$ cat config.mk
export PLATFORM = sky130hd
export DESIGN_NAME = stack_test_sched
export DESIGN_NICKNAME = d
export VERILOG_FILES = /design/src/rtl/stack_test_sched.sv
export SDC_FILE = /design/constraint.sdc
export NUM_CORES = 1
export LEC_CHECK = 0
export CELL_PAD_IN_SITES_DETAIL_PLACEMENT = 0
export CELL_PAD_IN_SITES_GLOBAL_PLACEMENT = 1
export CORE_ASPECT_RATIO = 1.1
export CORE_UTILIZATION = 33
export CTS_BUF_LIST = sky130_fd_sc_hd__clkbuf_16
export CTS_CLUSTER_DIAMETER = 50
export DETAILED_ROUTE_END_ITERATION = 8
export PLACE_DENSITY = 0.84
export SETUP_SLACK_MARGIN = 0.4
export SYNTH_ARGS = -nofsm -noshare
export SYNTH_HDL_FRONTEND = slang
export SYNTH_SLANG_ARGS = --single-unit
$ cat constraint.sdc
create_clock -name clk -period 2.4 [get_ports clk]
set_input_delay 0.48 -clock clk [delete_from_list [all_inputs] [get_ports clk]]
set_output_delay 0.48 -clock clk [all_outputs]
set_load 0.01 [all_outputs]
$ cat src/rtl/stack_test_sched.sv
// stack_test_sched: after chip-ID sort, addresses each sorted chip with a self-test frame and
// collects pass/fail bitmaps. Define STACK_TEST_SCHED_RETRY_EN to enable retries on timeout.
module stack_test_sched #(
    parameter int MAX_CHIPS = 8,
    parameter int TIMEOUT   = 36,
    parameter int MAX_RETRY = 3
) (
    input  logic                 clk,
    input  logic                 rst,
    input  logic                 start,
    input  logic                 sort_finish,
    input  logic [4:0]           chip_count,
    input  logic [31:0]          rx_data,
    input  logic                 rx_valid,
    output logic [31:0]          tx_data,
    output logic                 tx_valid,
    output logic                 busy,
    output logic                 done,
    output logic [MAX_CHIPS-1:0] pass_map,
    output logic [MAX_CHIPS-1:0] fail_map
);

`ifdef STACK_TEST_SCHED_RETRY_EN
    localparam int RETRY_LIM = MAX_RETRY;
`else
    localparam int RETRY_LIM = 0;
`endif

    localparam int               TMR_W     = $clog2(TIMEOUT);
    localparam logic [TMR_W-1:0] TMR_LAST  = TMR_W'(TIMEOUT - 1);
    localparam logic [3:0]       RETRY_MAX = 4'(RETRY_LIM);
    localparam logic [4:0]       CHIP_MAX  = 5'(MAX_CHIPS);
    localparam logic [15:0]      SYNC      = 16'hBEAF;

    localparam logic [2:0] S_IDLE      = 3'd0;
    localparam logic [2:0] S_WAIT_SORT = 3'd1;
    localparam logic [2:0] S_SEND      = 3'd2;
    localparam logic [2:0] S_WAIT_RSP  = 3'd3;
    localparam logic [2:0] S_NEXT      = 3'd4;
    localparam logic [2:0] S_DONE      = 3'd5;

    logic [2:0]           state;
    logic [2:0]           state_nxt;
    logic [4:0]           count;
    logic [4:0]           target;
    logic [3:0]           attempt;
    logic [TMR_W-1:0]     timer;
    logic [MAX_CHIPS-1:0] tgt_mask;
    logic                 rsp_hit;
    logic                 rsp_pass;
    logic                 timer_exp;
    logic                 unused_rx;

    function automatic logic [4:0] sat_count(input logic [4:0] raw);
        return (raw > CHIP_MAX) ? CHIP_MAX : raw;
    endfunction

    function automatic logic [31:0] make_frame(input logic [3:0] att, input logic [4:0] tgt);
        return {2'b10, att, 5'd0, tgt, SYNC};
    endfunction

    // Response must come back addressed from the current target; [20:16] carries no meaning.
    assign rsp_hit   = rx_valid && (rx_data[31:30] == 2'b01) && (rx_data[15:0] == SYNC) &&
                       (rx_data[25:21] == target);
    assign rsp_pass  = (rx_data[29:26] == 4'd0);
    assign unused_rx = ^rx_data[20:16];
    assign timer_exp = (timer == TMR_LAST);
    assign tgt_mask  = MAX_CHIPS'(1) << (target - 5'd1);

    always_comb begin
        state_nxt = state;
        case (state)
            S_IDLE, S_DONE: begin
                if (start) state_nxt = S_WAIT_SORT;
            end
            S_WAIT_SORT: begin
                if (sort_finish) state_nxt = (chip_count == 5'd0) ? S_DONE : S_SEND;
            end
            S_SEND: begin
                state_nxt = S_WAIT_RSP;
            end
            S_WAIT_RSP: begin
                // A response in the expiry cycle still wins over the timeout.
                if (rsp_hit) state_nxt = S_NEXT;
                else if (timer_exp) state_nxt = (attempt != RETRY_MAX) ? S_SEND : S_NEXT;
            end
            S_NEXT: begin
                state_nxt = (target == count) ? S_DONE : S_SEND;
            end
            default: begin
                state_nxt = S_IDLE;
            end
        endcase
    end

    always_ff @(posedge clk) begin
        if (rst) begin
            state    <= S_IDLE;
            count    <= 5'd0;
            target   <= 5'd1;
            attempt  <= 4'd0;
            timer    <= '0;
            tx_data  <= 32'd0;
            tx_valid <= 1'b0;
            busy     <= 1'b0;
            done     <= 1'b0;
            pass_map <= '0;
            fail_map <= '0;
        end else begin
            state    <= state_nxt;
            busy     <= (state_nxt != S_IDLE) && (state_nxt != S_DONE);
            done     <= (state_nxt == S_DONE);
            tx_valid <= (state == S_SEND);
            case (state)
                S_IDLE, S_DONE: begin
                    if (start) begin
                        pass_map <= '0;
                        fail_map <= '0;
                        attempt  <= 4'd0;
                        target   <= 5'd1;
                    end
                end
                S_WAIT_SORT: begin
                    if (sort_finish) count <= sat_count(chip_count);
                end
                S_SEND: begin
                    tx_data <= make_frame(attempt, target);
                    timer   <= '0;
                end
                S_WAIT_RSP: begin
                    if (rsp_hit) begin
                        if (rsp_pass) pass_map <= pass_map | tgt_mask;
                        else          fail_map <= fail_map | tgt_mask;
                    end else if (timer_exp) begin
                        if (attempt != RETRY_MAX) attempt  <= attempt + 4'd1;
                        else                      fail_map <= fail_map | tgt_mask;
                    end else begin
                        timer <= timer + 1'b1;
                    end
                end
                S_NEXT: begin
                    if (target != count) begin
                        target  <= target + 5'd1;
                        attempt <= 4'd0;
                    end
                end
                default: begin
                end
            endcase
        end
    end

endmodule

==> results.rst <==
.. list-table::
   :header-rows: 1

   * - Metric
     - Value
   * - Detail Placement HPWL
     - 4770 um
   * - CTS clk-pin slew, worst paths
     - 0.06 ns
   * - Clk root buf
     - clkbuf_16
   * - Class of the tightest hold or removal check
     - flip-flop to flip-flop
   * - Global router's overall resource usage
     - 0.150
   * - Register bit count reported by yosys
     - 52
   * - Final core area utilization
     - 0.476
   * - Net load switching power
     - 511 uW
   * - Switching portion of total power
     - 0.246
   * - Share of synthesized cell area in full adder, half adder and majority cells
     - 0.0276
   * - Final total negative setup slack
     - 0 ns
   * - Multiplexer share of the synthesized area
     - 0.0131
   * - Vias per Instance
     - 4.71
   * - Final Hold Fails
     - 0
   * - Maximum clock rate
     - 0.518 GHz
   * - Number of nets in the layout
     - 427
   * - Drt initial violations
     - 89
   * - Number of buffers and inverters on the critical path
     - 1
   * - Routed Antenna Nets
     - 0
   * - Post-route fraction of the period consumed by the critical path
     - 0.804
   * - Inserted Clock Buffers
     - 5
   * - Combinational Power Share
     - 0.177
   * - Worst slew pin tran
     - 0.508 ns
   * - Crit path cell chain
     - clkdlybuf4s50_1 -> nor3_1 -> nand2_1 -> a311oi_1 -> nor4b_4 -> a311oi_2
   * - I/O pin count
     - 93
   * - Leakage power summed over all cells
     - 0.00146 uW
   * - Max-slew headroom
     - 0.659
   * - Sink count of the clock tree
     - 52
   * - Post-Synth XOR/XNOR Area
     - 0.0721
   * - Number of pins with negative max-slew slack in the final report
     - 0
   * - Initial antenna violation count
     - 0
   * - Cell total after placement
     - 480
   * - RSZ-0062 raised after global routing
     - true
   * - Area enclosed by the die boundary
     - 8460 um^2
   * - Number of detailed-routing iterations run before antenna repair
     - 4
   * - Layout cell share with drive strength beyond 1
     - 0.155
   * - Die height
     - 96.4 um
   * - Post-Route Hold Slack
     - 0.454 ns
   * - Number of enable-type register cells in the synthesized netlist
     - 0
   * - Class of the most critical setup path
     - primary input to flip-flop
   * - Count of different cell masters after synthesis
     - 54
   * - Core ar.
     - 7870 um^2
   * - Fraction of post-synthesis cell area in the top cell type by area
     - 0.390
   * - Arrival time of the worst setup path
     - 2.13 ns
   * - Clk pwr share
     - 0.383
   * - Buffers from clock root to sink, at most
     - 2
   * - Warnings, synthesis
     - 0
   * - Synth Flop Type
     - dfxtp_1
   * - Number of global-route vias before repair
     - 2224
   * - Count of input and output buffers
     - 77
   * - Via count
     - 2304
   * - Non-filler cells in the finished layout
     - 489
   * - Ratio of total power to cell area
     - 554 nW/um^2
   * - Critical path startpoint category
     - primary input
   * - Sum of overflow across all layers after global routing
     - 0
   * - Starting utilization of the core area
     - 0.339
   * - Synthesized area divided by synthesized cell count
     - 8.67 um^2
   * - DR DRC count
     - 0
   * - Worst clock skew
     - 0.00885 ns
   * - Clock latency at the later pin of the worst-skew pair
     - 0.29 ns
   * - Async set-reset flop share out of synthesis
     - 0
   * - CP required
     - 2.60 ns
   * - Reg power frac
     - 0.440
   * - Post-synth design cell area
     - 2670 um^2
   * - Largest voltage drop on the vdd net
     - 286 uV
   * - Global-route wire length before repair
     - 9830 um
   * - Clock tree from TritonCTS
     - done
   * - Capturing element type of the critical path
     - flip-flop
   * - Final worst path period need
     - 1.93 ns
   * - Internal power consumption
     - 1560 uW
   * - Number of buffers added to fix hold violations after cts
     - 0
   * - Master of the slowest instance on the critical path
     - a311oi_1
   * - Chip Width
     - 87.8 um
   * - Final setup violating endpoints
     - 0
   * - Pin count of the biggest net entering global routing
     - 22
   * - Reported max-cap violation count
     - 0
   * - Ranking of synthesized cells by area
     - dfxtp_1 (39%), buf_4 (6.2%), nand2_1 (5.8%), xor2_1 (4.9%), nor2_1 (3.8%)
   * - Synth Area in Compound Gates
     - 0.118
   * - Kind of cell with the highest combined delay on the critical path
     - compound AO/OA/AOI/OAI gates
   * - Max FO, Critical Path
     - 3
   * - Synthesis-to-finish area growth
     - 40.2%
   * - # rows
     - 34
   * - Main combinational cell family by area after synthesis
     - simple AND/OR/NAND/NOR gates
   * - Status
     - complete, no violations
   * - Post-synthesis sequential area ratio
     - 0.390
   * - Maximum single-stage delay on the critical path
     - 0.50 ns
   * - Post-Synth Simple-Gate Area
     - 0.276
   * - Antenna Cells
     - 0
   * - Yosys top cell by area
     - dfxtp_1
   * - Total routed wirelength
     - 6110 um
   * - Final weighted congestion of routability-driven global placement
     - 0.780
   * - Number of levels in the clock H-tree
     - 2
   * - Cell count after synthesis
     - 308
   * - Post-detailed-route wirelength per cell
     - 12.5 um
metal layers:
| metal | GRT usage | up-vias | wire length [um] |
|---|---|---|---|
| met4 | 0.0560 | 0 | 99 |
| met5 | 0 | - | 0 |
| met3 | 0.0257 | 8 | 189 |
| met2 | 0.281 | 46 | 3320 |
| met1 | 0.167 | 1087 | 2510 |
| li1 | - | 1163 | - |
metrics by stage:
step	power (uW)	setup slack, ns	instance area (um^2)
after floorplan	1160	0.490	2710
after global placement	1290	-0.0210	3500
after detailed placement	1290	-0.0363	3500
after CTS	2090	0.408	3700
after global routing	2170	0.388	3750
final	2070	0.470	3750
final timing paths:
check	start	endpoint	slack, ns	cells after the start
max	chip_count[0]	busy	0.47	6
max reg2reg	state[0]	attempt[3]	0.49	6
min	pass_map[0]	pass_map[0]	0.45	2
min reg2reg	pass_map[0]	pass_map[0]	0.45	2
flip-flops by register name, summed over array words and instances, names as in the netlist:
signal,count
tx_data,10
fail_map,8
pass_map,8
timer,6
count,5
target,5
attempt,4
state,3
busy,1
done,1
tx_valid,1
tightest hold or removal path, delay by kind of cell (launching register included):
kind               cells  cell delay [ns]
DFF                    1             0.33
and+or+nand+nor        1             0.04
AOI/OAI and AO/OA      1             0.05
cell families after synthesis:
family / count (synthesis)
AO/OA/AOI/OAI: 45
multiplexers: 3
adder cells (fa/ha/maj): 6
buffers and inverters: 47
XOR/XNOR: 22
other: 1
flip-flops: 52
AND/OR/NAND/NOR: 132
cell usage after synthesis (4+ instances only):
cell type	count
dfxtp_1	52
nand2_1	41
nor2_1	27
buf_4	22
a21oi_1	15
xor2_1	15
inv_1	11
o21ai_0	10
a32o_1	8
clkbuf_1	8
nand3_1	8
xnor2_1	7
and2_1	6
nand4_1	6
nor2b_1	6
buf_2	5
ha_1	5
nor3_1	4
power by group through the flow:
| stage | clock, uW | sequential, uW | combinational, uW |
|---|---|---|---|
| floorplan | 0 | 921 | 236 |
| global placement | 0 | 928 | 358 |
| detailed placement | 0 | 929 | 362 |
| CTS | 815 | 911 | 368 |
| global route | 843 | 916 | 407 |
| finish | 794 | 913 | 368 |
layout by cell type, fill, tap and decap left out, drive strengths merged, types with 3 or more instances in the layout:
master          n
nor2b           7
dfxtp          52
nand2b          3
nand3           8
a21oi          15
xnor2           7
nor3            5
o21ai          10
dlymetal6s2s    5
nand3b          3
ha              5
nand4           7
buf            15
nor4            3
and3            5
nor3b           3
inv            11
a32o            8
and2            6
dlygate4sd2    11
xor2           15
conb           10
clkbuf          5
nor2           28
nand2          43
clkdlybuf4s50  61
area by class of cell:
class                           instances  area (um^2)
Sequential cell                        52         1050
Clock buffer                            5          125
Inverter                               11         41.3
Timing Repair Buffer                   92          895
Tap cell                              108          135
Clock inverter                          3         42.5
Multi-Input combinational cell        218         1460
Fill cell                             755         4120
timing repair:
item / in CTS / in global routing
endpoints found under the setup margin: 25 / 32
hold endpoints to repair: 0 / 0
setup buffers: 0 / 1
cloned: 0 / 0
resized for setup: 20 / 15
pin swaps: 8 / 8
(Power assumes the default switching activity.)
